==> config.mk <==
export PLATFORM = sky130hd
export DESIGN_NAME = ctrl_sequencer
export DESIGN_NICKNAME = d
export VERILOG_FILES = /design/src/rtl/ctrl_sequencer.sv
export SDC_FILE = /design/constraint.sdc
export NUM_CORES = 1
export LEC_CHECK = 0
export BUFFER_PORTS_ARGS = -buffer_cell sky130_fd_sc_hd__buf_2
export CORE_UTILIZATION = 43
export CTS_CLUSTER_DIAMETER = 40
export CTS_CLUSTER_SIZE = 20
export DETAILED_ROUTE_END_ITERATION = 7
export PLACE_DENSITY = 0.74
export RECOVER_POWER = 25
export SYNTH_ARGS = -nofsm -noshare
export SYNTH_HDL_FRONTEND = slang
export SYNTH_SLANG_ARGS = --single-unit
==> constraint.sdc <==
create_clock -name CLK -period 1.2 [get_ports CLK]
set_input_delay 0.18 -clock CLK [delete_from_list [all_inputs] [get_ports CLK]]
set_output_delay 0.18 -clock CLK [all_outputs]
set_load 0.02 [all_outputs]
==> src/rtl/ctrl_sequencer.sv <==
// ---------------------------------------------------------------------------
// ctrl_sequencer
//   Multi-cycle control unit for the 9-bit-instruction datapath. It decodes
//   opcode/fcode into the datapath CTRL_* strobes, produces the START init
//   pulse after a run request, stalls the PC while a load waits on memory and
//   stops issuing on a HALT instruction or when the datapath reports DONE.
//
// Parameters
//   INIT_CYCLES  cycles START stays high after a run request (>= 1)
//   LOAD_WAIT    extra WAIT cycles a load spends before writeback (0..7)
//
// Optional feature
//   CTRL_PERF_CNT_EN  when defined, adds instr_cnt (retired instructions) and
//                     stall_cnt (WAIT cycles), both 16-bit saturating.
//
// Ports
//   CLK, reset_n        clock, synchronous active-low reset
//   run_req             level request to start a program (IDLE/HALT only)
//   opcode, fcode       instr[8:5] and instr[0] from the datapath
//   dp_done             DONE from the datapath fetch unit
//   START               datapath init pulse
//   pc_en               one-cycle PC advance per retired instruction
//   CTRL_*              datapath control strobes
//   busy, halted        status: INIT/EXEC/WAIT and HALT respectively
//   illegal             sticky undefined-opcode flag, cleared by a new run
//   instr_cnt/stall_cnt performance counters (CTRL_PERF_CNT_EN only)
// ---------------------------------------------------------------------------
module ctrl_sequencer #(
   parameter int INIT_CYCLES = 2,
   parameter int LOAD_WAIT   = 1
) (
   input  logic        CLK,
   input  logic        reset_n,
   input  logic        run_req,
   input  logic [3:0]  opcode,
   input  logic        fcode,
   input  logic        dp_done,
   output logic        START,
   output logic        pc_en,
   output logic        CTRL_branch_rel_nz,
   output logic        CTRL_branch_rel_z,
   output logic        CTRL_branch_abs,
   output logic        CTRL_reg_write_en,
   output logic        CTRL_mem_to_reg,
   output logic        CTRL_alu_src,
   output logic        CTRL_alu_sc_in,
   output logic        CTRL_read_mem,
   output logic        CTRL_write_mem,
   output logic [2:0]  CTRL_alu_op,
   output logic        busy,
   output logic        halted,
   output logic        illegal
`ifdef CTRL_PERF_CNT_EN
   ,
   output logic [15:0] instr_cnt,
   output logic [15:0] stall_cnt
`endif
);

   localparam int INIT_W = (INIT_CYCLES > 1) ? $clog2(INIT_CYCLES) : 1;
   localparam logic [INIT_W-1:0] INIT_LAST = INIT_W'(INIT_CYCLES - 1);
   localparam logic [2:0]        WAIT_LAST = 3'(LOAD_WAIT - 1);

   localparam logic [3:0] OP_ADD   = 4'h0;
   localparam logic [3:0] OP_LOGIC = 4'h1;
   localparam logic [3:0] OP_SHIFT = 4'h2;
   localparam logic [3:0] OP_ADDI  = 4'h3;
   localparam logic [3:0] OP_LOAD  = 4'h4;
   localparam logic [3:0] OP_STORE = 4'h5;
   localparam logic [3:0] OP_BNZ   = 4'h6;
   localparam logic [3:0] OP_BZ    = 4'h7;
   localparam logic [3:0] OP_JMP   = 4'h8;
   localparam logic [3:0] OP_CMP   = 4'h9;
   localparam logic [3:0] OP_HALT  = 4'hF;

   typedef enum logic [2:0] {
      S_IDLE = 3'd0,
      S_INIT = 3'd1,
      S_EXEC = 3'd2,
      S_WAIT = 3'd3,
      S_HALT = 3'd4
   } state_t;

   state_t            state_q, state_d;
   logic [INIT_W-1:0] init_cnt_q, init_cnt_d;
   logic [2:0]        wait_cnt_q, wait_cnt_d;
   logic              illegal_q, illegal_d;
   logic              enter_init;

   always_comb begin
      state_d            = state_q;
      init_cnt_d         = init_cnt_q;
      wait_cnt_d         = wait_cnt_q;
      illegal_d          = illegal_q;
      enter_init         = 1'b0;
      START              = 1'b0;
      pc_en              = 1'b0;
      CTRL_branch_rel_nz = 1'b0;
      CTRL_branch_rel_z  = 1'b0;
      CTRL_branch_abs    = 1'b0;
      CTRL_reg_write_en  = 1'b0;
      CTRL_mem_to_reg    = 1'b0;
      CTRL_alu_src       = 1'b0;
      CTRL_alu_sc_in     = 1'b0;   // shifts always shift in zero
      CTRL_read_mem      = 1'b0;
      CTRL_write_mem     = 1'b0;
      CTRL_alu_op        = 3'd0;
      busy               = 1'b0;
      halted             = 1'b0;

      case (state_q)
         S_IDLE: begin
            if (run_req) enter_init = 1'b1;
         end

         S_INIT: begin
            START = 1'b1;
            busy  = 1'b1;
            if (init_cnt_q == INIT_LAST) state_d = S_EXEC;
            else                         init_cnt_d = init_cnt_q + 1'b1;
         end

         S_EXEC: begin
            busy = 1'b1;
            // A stop request suppresses every strobe, including pc_en.
            if (opcode == OP_HALT || dp_done) begin
               state_d = S_HALT;
            end else begin
               pc_en = 1'b1;
               case (opcode)
                  OP_ADD: begin
                     CTRL_alu_op       = fcode ? 3'd1 : 3'd0;
                     CTRL_reg_write_en = 1'b1;
                  end
                  OP_LOGIC: begin
                     CTRL_alu_op       = fcode ? 3'd3 : 3'd2;
                     CTRL_reg_write_en = 1'b1;
                  end
                  OP_SHIFT: begin
                     CTRL_alu_op       = fcode ? 3'd5 : 3'd4;
                     CTRL_reg_write_en = 1'b1;
                  end
                  OP_ADDI: begin
                     CTRL_alu_src      = 1'b1;
                     CTRL_reg_write_en = 1'b1;
                  end
                  OP_LOAD: begin
                     CTRL_read_mem   = 1'b1;
                     CTRL_mem_to_reg = 1'b1;
                     // With a memory wait the writeback and PC advance move
                     // to the last WAIT cycle.
                     if (LOAD_WAIT == 0) begin
                        CTRL_reg_write_en = 1'b1;
                     end else begin
                        pc_en      = 1'b0;
                        state_d    = S_WAIT;
                        wait_cnt_d = 3'd0;
                     end
                  end
                  OP_STORE: CTRL_write_mem     = 1'b1;
                  OP_BNZ:   CTRL_branch_rel_nz = 1'b1;
                  OP_BZ:    CTRL_branch_rel_z  = 1'b1;
                  OP_JMP:   CTRL_branch_abs    = 1'b1;
                  OP_CMP:   CTRL_alu_op        = 3'd1;
                  default:  illegal_d          = 1'b1;   // A-E retire as NOP
               endcase
            end
         end

         S_WAIT: begin
            busy            = 1'b1;
            CTRL_read_mem   = 1'b1;
            CTRL_mem_to_reg = 1'b1;
            if (wait_cnt_q == WAIT_LAST) begin
               CTRL_reg_write_en = 1'b1;
               pc_en             = 1'b1;
               state_d           = S_EXEC;
            end else begin
               wait_cnt_d = wait_cnt_q + 3'd1;
            end
         end

         S_HALT: begin
            halted = 1'b1;
            if (run_req) enter_init = 1'b1;
         end

         default: state_d = S_IDLE;
      endcase

      if (enter_init) begin
         state_d    = S_INIT;
         init_cnt_d = '0;
         illegal_d  = 1'b0;
      end
   end

   always_ff @(posedge CLK) begin
      if (!reset_n) begin
         state_q    <= S_IDLE;
         init_cnt_q <= '0;
         wait_cnt_q <= 3'd0;
         illegal_q  <= 1'b0;
      end else begin
         state_q    <= state_d;
         init_cnt_q <= init_cnt_d;
         wait_cnt_q <= wait_cnt_d;
         illegal_q  <= illegal_d;
      end
   end

   assign illegal = illegal_q;

`ifdef CTRL_PERF_CNT_EN
   logic [15:0] instr_cnt_q, instr_cnt_d;
   logic [15:0] stall_cnt_q, stall_cnt_d;

   function automatic logic [15:0] sat_inc16(input logic [15:0] v);
      return (v == 16'hFFFF) ? v : v + 16'd1;
   endfunction

   always_comb begin
      instr_cnt_d = instr_cnt_q;
      stall_cnt_d = stall_cnt_q;
      if (enter_init) begin
         instr_cnt_d = 16'd0;
         stall_cnt_d = 16'd0;
      end else begin
         if (pc_en)              instr_cnt_d = sat_inc16(instr_cnt_q);
         if (state_q == S_WAIT)  stall_cnt_d = sat_inc16(stall_cnt_q);
      end
   end

   always_ff @(posedge CLK) begin
      if (!reset_n) begin
         instr_cnt_q <= 16'd0;
         stall_cnt_q <= 16'd0;
      end else begin
         instr_cnt_q <= instr_cnt_d;
         stall_cnt_q <= stall_cnt_d;
      end
   end

   assign instr_cnt = instr_cnt_q;
   assign stall_cnt = stall_cnt_q;
`endif

endmodule

==> flow_metrics.py, run 1 <==
metrics = {
    "logic_synthesis": {
        "synth_xor_area_frac": 0,
        "synth.avg_cell_area_sq_um": 7.76,
        "synth_top_cell_area_share": 0.229,
        "synth_warnings": 0,
        "ys_seq_elements": 8,
        "synthSimpleGateAreaFrac": 0.394,
        "synth_edf_count": 0,
        "syn_area_sq_um": 698,
        "synthTopCellsByArea": "dfxtp_1 (23%), nor2_1 (7.0%), nand2_1 (4.3%), o32ai_4 (3.9%), or4b_4 (3.9%)",
        "ys_seq_area_frac": 0.229,
        "synth_compound_area_frac": 0.222,
        "synthAdderAreaFrac": 0.0358,
        "ys.flop_type": "dfxtp_1",
        "synthMuxAreaShare": 0,
        "syn_inst": 90,
        "netlist.top_cell.by_area": "dfxtp_1",
        "synth_top_family_by_area": "simple AND/OR/NAND/NOR gates",
        "postSynthNetCount": 101,
        "async_flop_share": 0,
        "synth_cell_type_count": 35,
    },
    "run_status": {
        "run_status": "aborted with a tool error",
        "haltStage": "global routing (5_1_grt)",
        "firstError": "[ERROR DPL-0038] Utilization greater than 100%, impossible to legalize",
    },
    "place": {
        "port_buffers": 24,
        "gp_congestion": 0.821,
        "hpwlAfterDp_mm": 1.54,
    },
    "clock_network": {
        "cts_sinks": 8,
        "h-tree-depth": 1,
        "numCtsBuffers": 3,
        "cts_root_buffer": "clkbuf_4",
        "postCtsHoldBufs": 0,
        "cts_buffer_depth": 2,
    },
    "die": {
        "die_w_um": 42.3,
        "ios": 26,
        "row_count": 14,
        "start_util": 0.463,
        "dieHeight_um": 42.3,
    },
    "global_routing": {
        "grt_max_degree": 10,
    },
    "timing": {
        "postGrtWorstEndpoint": "CTRL_alu_op[0]",
        "worst-ep-kind": "top-level output",
    },
}
[per-stage QoR]
| step | area [sq um] | hold WS (ns) | setup WS, ns | std cells |
|---|---|---|---|---|
| floorplan | 847 | 0.329 | -0.325 | 90 |
| CTS | 1430 | 0.204 | -0.574 | 164 |
| global placement | 1100 | 0.460 | -0.282 | 148 |
| detailed placement | 1100 | 0.463 | -0.322 | 148 |
[kinds of logic after synthesis]
family,count (synthesis)
other,1
buffers and inverters,13
AOI/OAI and AO/OA,20
DFF,8
adders and majority gates,2
and+or+nand+nor,46
[synthesized netlist by cell type, types with 2 or more instances]
cell type   n
ha_1        2
nor4_1      2
nor2b_1     2
nand3_1     3
nand2b_1    4
nor3b_1     2
nand2_1     8
a211oi_1    3
buf_6       2
buf_2       3
a41oi_1     3
buf_4       3
nor2_1     13
o21ai_0     5
or4b_4      2
a21oi_1     3
dfxtp_1     8
inv_1       5
[repair_timing]
| item | in CTS |
|---|---|
| gates cloned | 1 |
| resized for setup | 53 |
| setup endpoints to repair | 20 |
| setup buffers | 12 |
| pin swaps | 11 |
| hold endpoints to repair | 0 |
==> run 2: changes to the inputs <==
--- a/config.mk
+++ b/config.mk
@@ -6,11 +6,10 @@
 export NUM_CORES = 1
 export LEC_CHECK = 0
 export BUFFER_PORTS_ARGS = -buffer_cell sky130_fd_sc_hd__buf_2
-export CORE_UTILIZATION = 43
-export CTS_CLUSTER_DIAMETER = 40
-export CTS_CLUSTER_SIZE = 20
+export CORE_AREA = 2 2 63 65
 export DETAILED_ROUTE_END_ITERATION = 7
-export PLACE_DENSITY = 0.74
+export DIE_AREA = 0 0 65 67
+export PLACE_DENSITY_LB_ADDON = 0.15
 export RECOVER_POWER = 25
 export SYNTH_ARGS = -nofsm -noshare
 export SYNTH_HDL_FRONTEND = slang
==> constraint.sdc (replaced) <==
create_clock -name CLK -period 1.6 [get_ports CLK]
set_input_delay 0.24 -clock CLK [delete_from_list [all_inputs] [get_ports CLK]]
set_output_delay 0.24 -clock CLK [all_outputs]
set_load 0.02 [all_outputs]
==> flow_metrics.py, run 2 <==
metrics = {
    "run_status": {
        "run_status": "finished with violations",
        "failed_checks": "setup timing",
    },
    "global_routing": {
        "antenna_found_initial": 0,
        "track_usage": 0.103,
        "grt_pass1_vias": 760,
        "use_met3": 0.0169,
        "grt.met1_usage": 0.130,
        "grt_overflow": 0,
        "grt_pass1_wl_mm": 3.44,
        "grt_max_degree": 13,
        "use_met2": 0.169,
        "grt.busiest_layer": "met2",
    },
    "timing": {
        "tns_ns": -0.281,
        "setup_viol": 4,
        "rsz0062_at_grt": "yes",
        "skew_ns": 0.00357,
        "clock.fmax_ghz": 0.569,
        "slew_viol_final": 0,
        "hold_viol": 0,
        "finalCritPeriodShare": 1.10,
        "setup_slack_ns": -0.157,
        "min_period_ns": 1.76,
    },
    "logic_synthesis": {
        "synthTopCellsByArea": "dfxtp_1 (23%), nor2_1 (7.0%), nand2_1 (4.3%), o32ai_4 (3.9%), or4b_4 (3.9%)",
        "syn_area_sq_um": 698,
        "synth.avg_cell_area_sq_um": 7.76,
        "synth_cell_type_count": 35,
        "syn_inst": 90,
        "synth_common_cells": "nor2_1 (13), dfxtp_1 (8), nand2_1 (8)",
        "postSynthNetCount": 101,
        "synth_top_cell_area_share": 0.229,
        "ys_seq_area_frac": 0.229,
        "async_flop_share": 0,
        "ys_seq_elements": 8,
        "ys.flop_type": "dfxtp_1",
        "synth.most_common_cell": "nor2_1",
        "netlist.top_cell.by_area": "dfxtp_1",
        "synth_edf_count": 0,
        "synth_warnings": 0,
    },
    "power": {
        "p_per_area_nw_per_um2": 573,
        "ir_drop_v": 0.000232,
        "p_total_mw": 0.599,
        "p_leak_nw": 0.449,
    },
    "route": {
        "vias": 754,
        "drc_errors": 0,
        "drt_pass1_iterations": 4,
        "ant_nets": 0,
        "drt_iter0_drc": 11,
        "vias_per_cell": 4.41,
        "routed_wl_mm": 2.04,
        "routedWlPerCell_um": 11.9,
    },
    "die": {
        "dieHeight_um": 67,
        "ios": 26,
        "core_region_area_sq_um": 3610,
        "dieArea_sq_um": 4360,
        "die_w_um": 65,
        "row_count": 22,
        "start_util": 0.194,
    },
    "job": {
        "cap_violations": 0,
    },
    "clock_network": {
        "cts_tree": "done",
        "clk_pin_slew_ns": 0.04,
        "h-tree-depth": 1,
        "postCtsHoldBufs": 0,
        "cts_buffer_depth": 2,
        "cts_sinks": 8,
        "clock_latency_ns": 0.23,
        "cts_root_buffer": "clkbuf_8",
        "numCtsBuffers": 3,
    },
    "critical_path": {
        "endpoint_kind": "output port",
        "start_kind": "register",
        "slowest_delay_ns": 0.53,
        "crit_chain": "or4b_4 > nor4b_4 > buf_4",
        "cpMaxStageDelayCell": "or4b_4",
        "path_max_fanout": 2,
        "critical_path_class": "reg -> out",
        "cp.buffers_inverters": 1,
        "worst_ep_arrival_time_ns": 1.52,
        "worstPathRequired_ns": 1.36,
        "path_delay_family": "simple AND/OR/NAND/NOR gates",
    },
    "finish": {
        "drive_gt1_frac": 0.480,
        "area_growth_pct": 49.8,
        "nFillCells": 411,
        "final_cell_mix": "buf_2 (17), buf_4 (17), nor2_1 (12), nand2_1 (7), dfxtp_1 (6)",
        "nNetsFinal": 136,
        "num_antenna_cells": 0,
        "largestRegisters": "state_q: 3 flops, wait_cnt_q: 3 flops",
    },
    "place": {
        "hpwlAfterDp_mm": 1.55,
        "port_buffers": 24,
        "gp_congestion": 0.749,
    },
    "min_path": {
        "hp-class": "in -> reg",
    },
}
-- run 2: power by group --
| group | leakage [nW] | internal, mW | switching [mW] |
|---|---|---|---|
| clock | 0.0216 | 0.163 | 0.0810 |
| sequential | 0.0657 | 0.206 | 0.00317 |
| combinational | 0.362 | 0.0597 | 0.0858 |
-- run 2: through the flow --
step	cell area [sq um]	hold WS, ns	cells	setup WS (ns)	utilization
global route	1050	0.336	171	-0.212	0.290
floorplan	707	0.396	90	-0.0208	-
detailed placement	902	0.477	164	0.0333	0.250
CTS	1010	0.309	170	-0.157	0.279
finish	1050	0.309	171	-0.157	0.290
global placement	902	0.469	164	0.0610	0.250
-- run 2: cells by family (layout without fill, tap and decap cells) --
group	count (synthesis)	count (layout)	share of synthesized area
other	1	1	0.00537
AO/OA/AOI/OAI	20	20	0.222
buffers and inverters	13	46	0.113
AND/OR/NAND/NOR	46	46	0.394
flip-flops	8	8	0.229
adder cells (fa/ha/maj)	2	2	0.0358
-- run 2: worst paths after layout --
check	start	end	slack [ns]	depth (start not counted)
min	reset_n	wait_cnt_q[0]	0.31	3
min reg2reg	init_cnt_q	state_q[1]	0.48	2
max reg2reg	state_q[0]	state_q[0]	0.08	5
max	state_q[0]	CTRL_alu_op[0]	-0.16	3
-- run 2: area by class of cell --
type	count	area (sq um)	area share
Sequential cell	8	163	0.156
Timing Repair Buffer	38	244	0.233
Inverter	5	18.8	0.0179
Clock buffer	3	41.3	0.0395
Multi-Input combinational cell	69	519	0.496
Tap cell	48	60.1	0.0574
-- run 2: timing repair --
action	in CTS	in global routing
pin swaps	3	4
buffers inserted	3	1
resized for setup	15	10
hold endpoints to repair	0	0
setup endpoints to repair	8	13
-- run 2: worst min-delay path, stage by stage --
cell,delay (ns)
buf_2,0.12
nand2_1,0.06
o22ai_1,0.06
-- run 2: metal layers --
layer / wire, um / part of all wire / up-vias
met5: 0 / 0 / -
met4: 29 / 0.014 / 0
met3: 90 / 0.044 / 4
met2: 920 / 0.45 / 23
met1: 995 / 0.49 / 339
li1: - / - / 388
Note: power is estimated with default switching activity, not from simulation.
==> run 3: changes to the inputs <==
--- a/config.mk
+++ b/config.mk
@@ -11,6 +11,7 @@
 export DIE_AREA = 0 0 65 67
 export PLACE_DENSITY_LB_ADDON = 0.15
 export RECOVER_POWER = 25
+export SETUP_SLACK_MARGIN = 0.4
 export SYNTH_ARGS = -nofsm -noshare
 export SYNTH_HDL_FRONTEND = slang
 export SYNTH_SLANG_ARGS = --single-unit
==> flow_metrics.py, run 3 (same netlist as run 2, synthesis figures left out) <==
metrics = {
    "clock_network": {
        "h-tree-depth": 1,
        "cts_root_buffer": "clkbuf_8",
        "numCtsBuffers": 3,
        "cts_tree": "done",
        "postCtsHoldBufs": 0,
        "cts_sinks": 8,
        "cts_buffer_depth": 2,
        "clk_pin_slew_ns": 0.04,
        "clock_latency_ns": 0.23,
    },
    "run_status": {
        "failed_checks": "setup timing",
        "run_status": "finished with violations",
    },
    "global_routing": {
        "grt_pass1_wl_mm": 3.59,
        "grt.busiest_layer": "met2",
        "track_usage": 0.107,
        "grt.met1_usage": 0.138,
        "use_met2": 0.170,
        "antenna_found_initial": 0,
        "grt_overflow": 0,
        "grt_pass1_vias": 756,
        "use_met3": 0.0236,
        "grt_max_degree": 14,
    },
    "route": {
        "ant_nets": 0,
        "drc_errors": 0,
        "routedWlPerCell_um": 11.9,
        "vias": 769,
        "routed_wl_mm": 2.06,
        "drt_iter0_drc": 17,
        "vias_per_cell": 4.45,
        "drt_pass1_iterations": 4,
    },
    "place": {
        "place_ws_ns": -0.00537,
        "gp_congestion": 0.725,
        "hpwlAfterDp_mm": 1.61,
        "place_area_sq_um": 1080,
        "port_buffers": 24,
    },
    "timing": {
        "rsz0062_at_grt": "yes",
        "min_period_ns": 1.74,
        "skew_ns": 0.00171,
        "setup_viol": 11,
        "finalCritPeriodShare": 1.09,
        "clock.fmax_ghz": 0.576,
        "slew_viol_final": 0,
        "timing.hold.ws_ns": 0.313,
        "setup_slack_ns": -0.137,
        "tns_ns": -0.400,
        "hold_viol": 0,
    },
    "die": {
        "ios": 26,
        "die_w_um": 65,
        "row_count": 22,
        "dieHeight_um": 67,
        "start_util": 0.194,
        "core_region_area_sq_um": 3610,
        "dieArea_sq_um": 4360,
    },
    "finish": {
        "design_area_sq_um": 1270,
        "area_growth_pct": 82.4,
        "nNetsFinal": 138,
        "drive_gt1_frac": 0.648,
        "largestRegisters": "state_q: 3 flops, wait_cnt_q: 3 flops",
        "layout_commonest_cell": "buf_4",
        "num_antenna_cells": 0,
        "final_cell_mix": "buf_4 (23), buf_2 (9), nor2_4 (8), nand2_1 (7), buf_6 (6)",
    },
    "critical_path": {
        "endpoint_kind": "output port",
        "path_max_fanout": 2,
        "start_kind": "register",
        "worst_ep_arrival_time_ns": 1.50,
        "critical_path_class": "reg -> out",
        "worstPathRequired_ns": 1.36,
    },
    "min_path": {
        "hp-class": "in -> reg",
    },
    "job": {
        "cap_violations": 0,
    },
    "power": {
        "ir_drop_v": 0.000329,
        "p_leak_nw": 0.484,
        "p_per_area_nw_per_um2": 501,
    },
}
[run 3: worst max-delay path, cell delays in order, from the launching register on]
cell     delay [ns]
dfxtp_2        0.31
or4b_4         0.53
nor4b_4        0.25
buf_4          0.17
[run 3: cell type report]
type / count / area, sq um
Clock buffer: 3 / 41.3
Fill cell: 390 / 2330
Inverter: 5 / 18.8
Multi-Input combinational cell: 69 / 691
Sequential cell: 8 / 166
Tap cell: 48 / 60.1
Timing Repair Buffer: 40 / 297
[run 3: worst paths after layout]
check             slack [ns]  cells past startpoint  startpoint             end
setup reg to reg       -0.06                      6  state_q[0]   wait_cnt_q[0]
hold / removal          0.31                      3     reset_n   wait_cnt_q[0]
hold reg to reg         0.46                      2     illegal         illegal
setup / recovery       -0.14                      3  state_q[0]  CTRL_alu_op[0]
[run 3: repair_timing]
action                     CTS  global route
pin swaps                    7             6
hold endpoints to repair     0             0
resized for setup           27             6
setup buffers                4             1
setup endpoints to repair   19            20
[run 3: through the flow]
stage	power, mW	std cells	util
floorplan	0.331	90	-
detailed placement	0.372	165	0.300
CTS	0.638	172	0.344
global route	0.674	173	0.353
global placement	0.371	165	0.300
finish	0.639	173	0.353
[run 3: power by group]
part           internal [mW]  switching, mW  leakage (nW)
logic                 0.0730          0.110         0.395
registers              0.206        0.00310        0.0672
clock network          0.163         0.0829        0.0216
total                  0.443          0.196         0.484
[run 3: routing by layer]
metal	up-vias	wire length [um]
met5	-	0
met4	0	29
met3	4	120
met2	23	978
met1	353	929
li1	389	-
==> run 4: changes to the inputs <==
--- a/config.mk
+++ b/config.mk
@@ -12,6 +12,7 @@
 export PLACE_DENSITY_LB_ADDON = 0.15
 export RECOVER_POWER = 25
 export SETUP_SLACK_MARGIN = 0.4
+export SKIP_CTS_REPAIR_TIMING = 1
 export SYNTH_ARGS = -nofsm -noshare
 export SYNTH_HDL_FRONTEND = slang
 export SYNTH_SLANG_ARGS = --single-unit
==> flow_metrics.py, run 4 (same netlist as run 2, synthesis figures left out) <==
metrics = {
    "finish": {
        "multi_input_area_sq_um": 689,
        "layout_commonest_cell": "buf_4",
        "drive_gt1_frac": 0.642,
        "largestRegisters": "state_q: 3 flops, wait_cnt_q: 3 flops",
        "final_cell_mix": "buf_4 (21), buf_2 (10), nor2_4 (8), nand2_1 (7)",
        "nNetsFinal": 136,
        "stdcell_count": 171,
        "nFillCells": 392,
        "area_growth_pct": 79.2,
        "num_antenna_cells": 0,
        "register_area_sq_um": 166,
    },
    "critical_path": {
        "cpMaxStageDelayCell": "or4b_4",
        "rr_startpoint": "state_q[0]",
        "path_max_fanout": 2,
        "path_delay_family": "simple AND/OR/NAND/NOR gates",
        "crit_chain": "or4b_4 > nor4b_4 > buf_4",
        "r2r-end": "wait_cnt_q[0]",
        "endpoint_kind": "output port",
        "start_kind": "register",
        "critical_path_class": "reg -> out",
        "worstPathRequired_ns": 1.36,
        "ff2ff_setup_slack_ns": 0.09,
        "slowest_delay_ns": 0.53,
        "reg2reg_depth": 5,
        "cp.buffers_inverters": 1,
        "worst_ep_arrival_time_ns": 1.49,
    },
    "min_path": {
        "hold_depth": 3,
        "hold_end": "wait_cnt_q[1]",
        "hp-class": "in -> reg",
        "hp-start": "reset_n",
    },
    "route": {
        "vias": 762,
        "drt_iter0_drc": 19,
        "routedWlPerCell_um": 11.8,
        "drc_errors": 0,
        "vias_per_cell": 4.46,
        "drt_pass1_iterations": 4,
        "ant_nets": 0,
        "routed_wl_mm": 2.02,
    },
    "die": {
        "dieArea_sq_um": 4360,
        "dieHeight_um": 67,
        "core_region_area_sq_um": 3610,
        "row_count": 22,
        "start_util": 0.194,
        "ios": 26,
        "die_w_um": 65,
    },
    "global_routing": {
        "grt_pass1_vias": 726,
        "track_usage": 0.103,
        "grt_pass1_wl_mm": 3.43,
        "antenna_found_initial": 0,
        "grt_max_degree": 14,
        "grt_overflow": 0,
    },
    "job": {
        "cap_violations": 0,
    },
    "clock_network": {
        "clk_pin_slew_ns": 0.04,
        "h-tree-depth": 1,
        "cts_tree": "done",
        "numCtsBuffers": 3,
        "clock_latency_ns": 0.23,
        "cts_sinks": 8,
        "cts_root_buffer": "clkbuf_8",
        "cts_buffer_depth": 2,
    },
    "timing": {
        "rsz0062_at_grt": "yes",
        "setup_slack_ns": -0.134,
        "timing.hold.ws_ns": 0.317,
        "tns_ns": -0.340,
        "clock.fmax_ghz": 0.577,
        "setup_viol": 9,
        "min_period_ns": 1.73,
        "hold_viol": 0,
        "finalCritPeriodShare": 1.08,
        "skew_ns": 0.00163,
        "slew_viol_final": 0,
    },
    "power": {
        "p_total_mw": 0.633,
        "swShare": 0.307,
        "p_per_area_nw_per_um2": 506,
        "power_frac_seq": 0.331,
        "pwr-share-comb": 0.281,
        "power.net_switching_mw": 0.195,
        "p_leak_nw": 0.474,
        "internal_power_mw": 0.438,
        "pwr-share-clk": 0.388,
        "ir_drop_v": 0.000328,
    },
    "place": {
        "placed_cells": 165,
        "hpwlAfterDp_mm": 1.61,
        "port_buffers": 24,
        "gp_congestion": 0.725,
    },
    "run_status": {
        "run_status": "finished with violations",
        "failed_checks": "setup timing",
    },
}
-- run 4: changes by cell type in the layout (fill, tap and decap cells not counted), sizes merged --
cell  delta
buf      -2
-- run 4: worst reg2reg max path, delay by kind of cell, from the launching register on --
| kind | cells | cell delay, ns |
|---|---|---|
| buf+inv | 2 | 0.28 |
| flops | 1 | 0.31 |
| simple gates | 1 | 0.53 |
| compound gates | 2 | 0.26 |
-- run 4: worst max-delay path by stage --
stage	slack [ns]	start	to	cells after the start
2_1_floorplan	0.02	state_q[2]	CTRL_alu_op[0]	3
3_3_place_gp	0.01	dp_done	CTRL_alu_op[0]	4
3_5_place_dp	-0.005	dp_done	CTRL_alu_op[0]	4
4_1_cts	-0.18	state_q[0]	CTRL_alu_op[0]	3
5_1_grt	-0.18	state_q[0]	CTRL_alu_op[0]	3
6_report	-0.13	state_q[0]	CTRL_alu_op[0]	3
-- run 4: routing by layer --
layer | GRT usage | vias to the layer above | routed length (um)
met5 | 0 | - | 0
met4 | 0.0479 | 0 | 29
met3 | 0.0236 | 4 | 118
met2 | 0.162 | 22 | 930
met1 | 0.132 | 351 | 944
li1 | - | 385 | -
-- run 4: area by class of cell --
cell class	instances	area share
clock buffers	3	0.0330
inverters	5	0.0150
multi-input cells	69	0.551
flip-flops and latches	8	0.133
well taps	48	0.0480
repair buffers	38	0.220
-- run 4: power by group through the flow --
stage | registers (mW) | clock network, mW | logic (mW)
floorplan | 0.213 | 0 | 0.118
global placement | 0.213 | 0 | 0.158
detailed placement | 0.212 | 0 | 0.160
CTS | 0.209 | 0.249 | 0.160
global route | 0.210 | 0.263 | 0.195
finish | 0.209 | 0.246 | 0.178
-- run 4: metrics by stage --
stage	util	worst slack (ns)	instance area [sq um]
6_report	0.347	-0.134	1250
5_1_grt	0.347	-0.181	1250
4_1_cts	0.312	-0.176	1120
3_5_place_dp	0.300	-0.00537	1080
3_3_place_gp	0.300	0.0135	1080
2_1_floorplan	-	0.0153	908
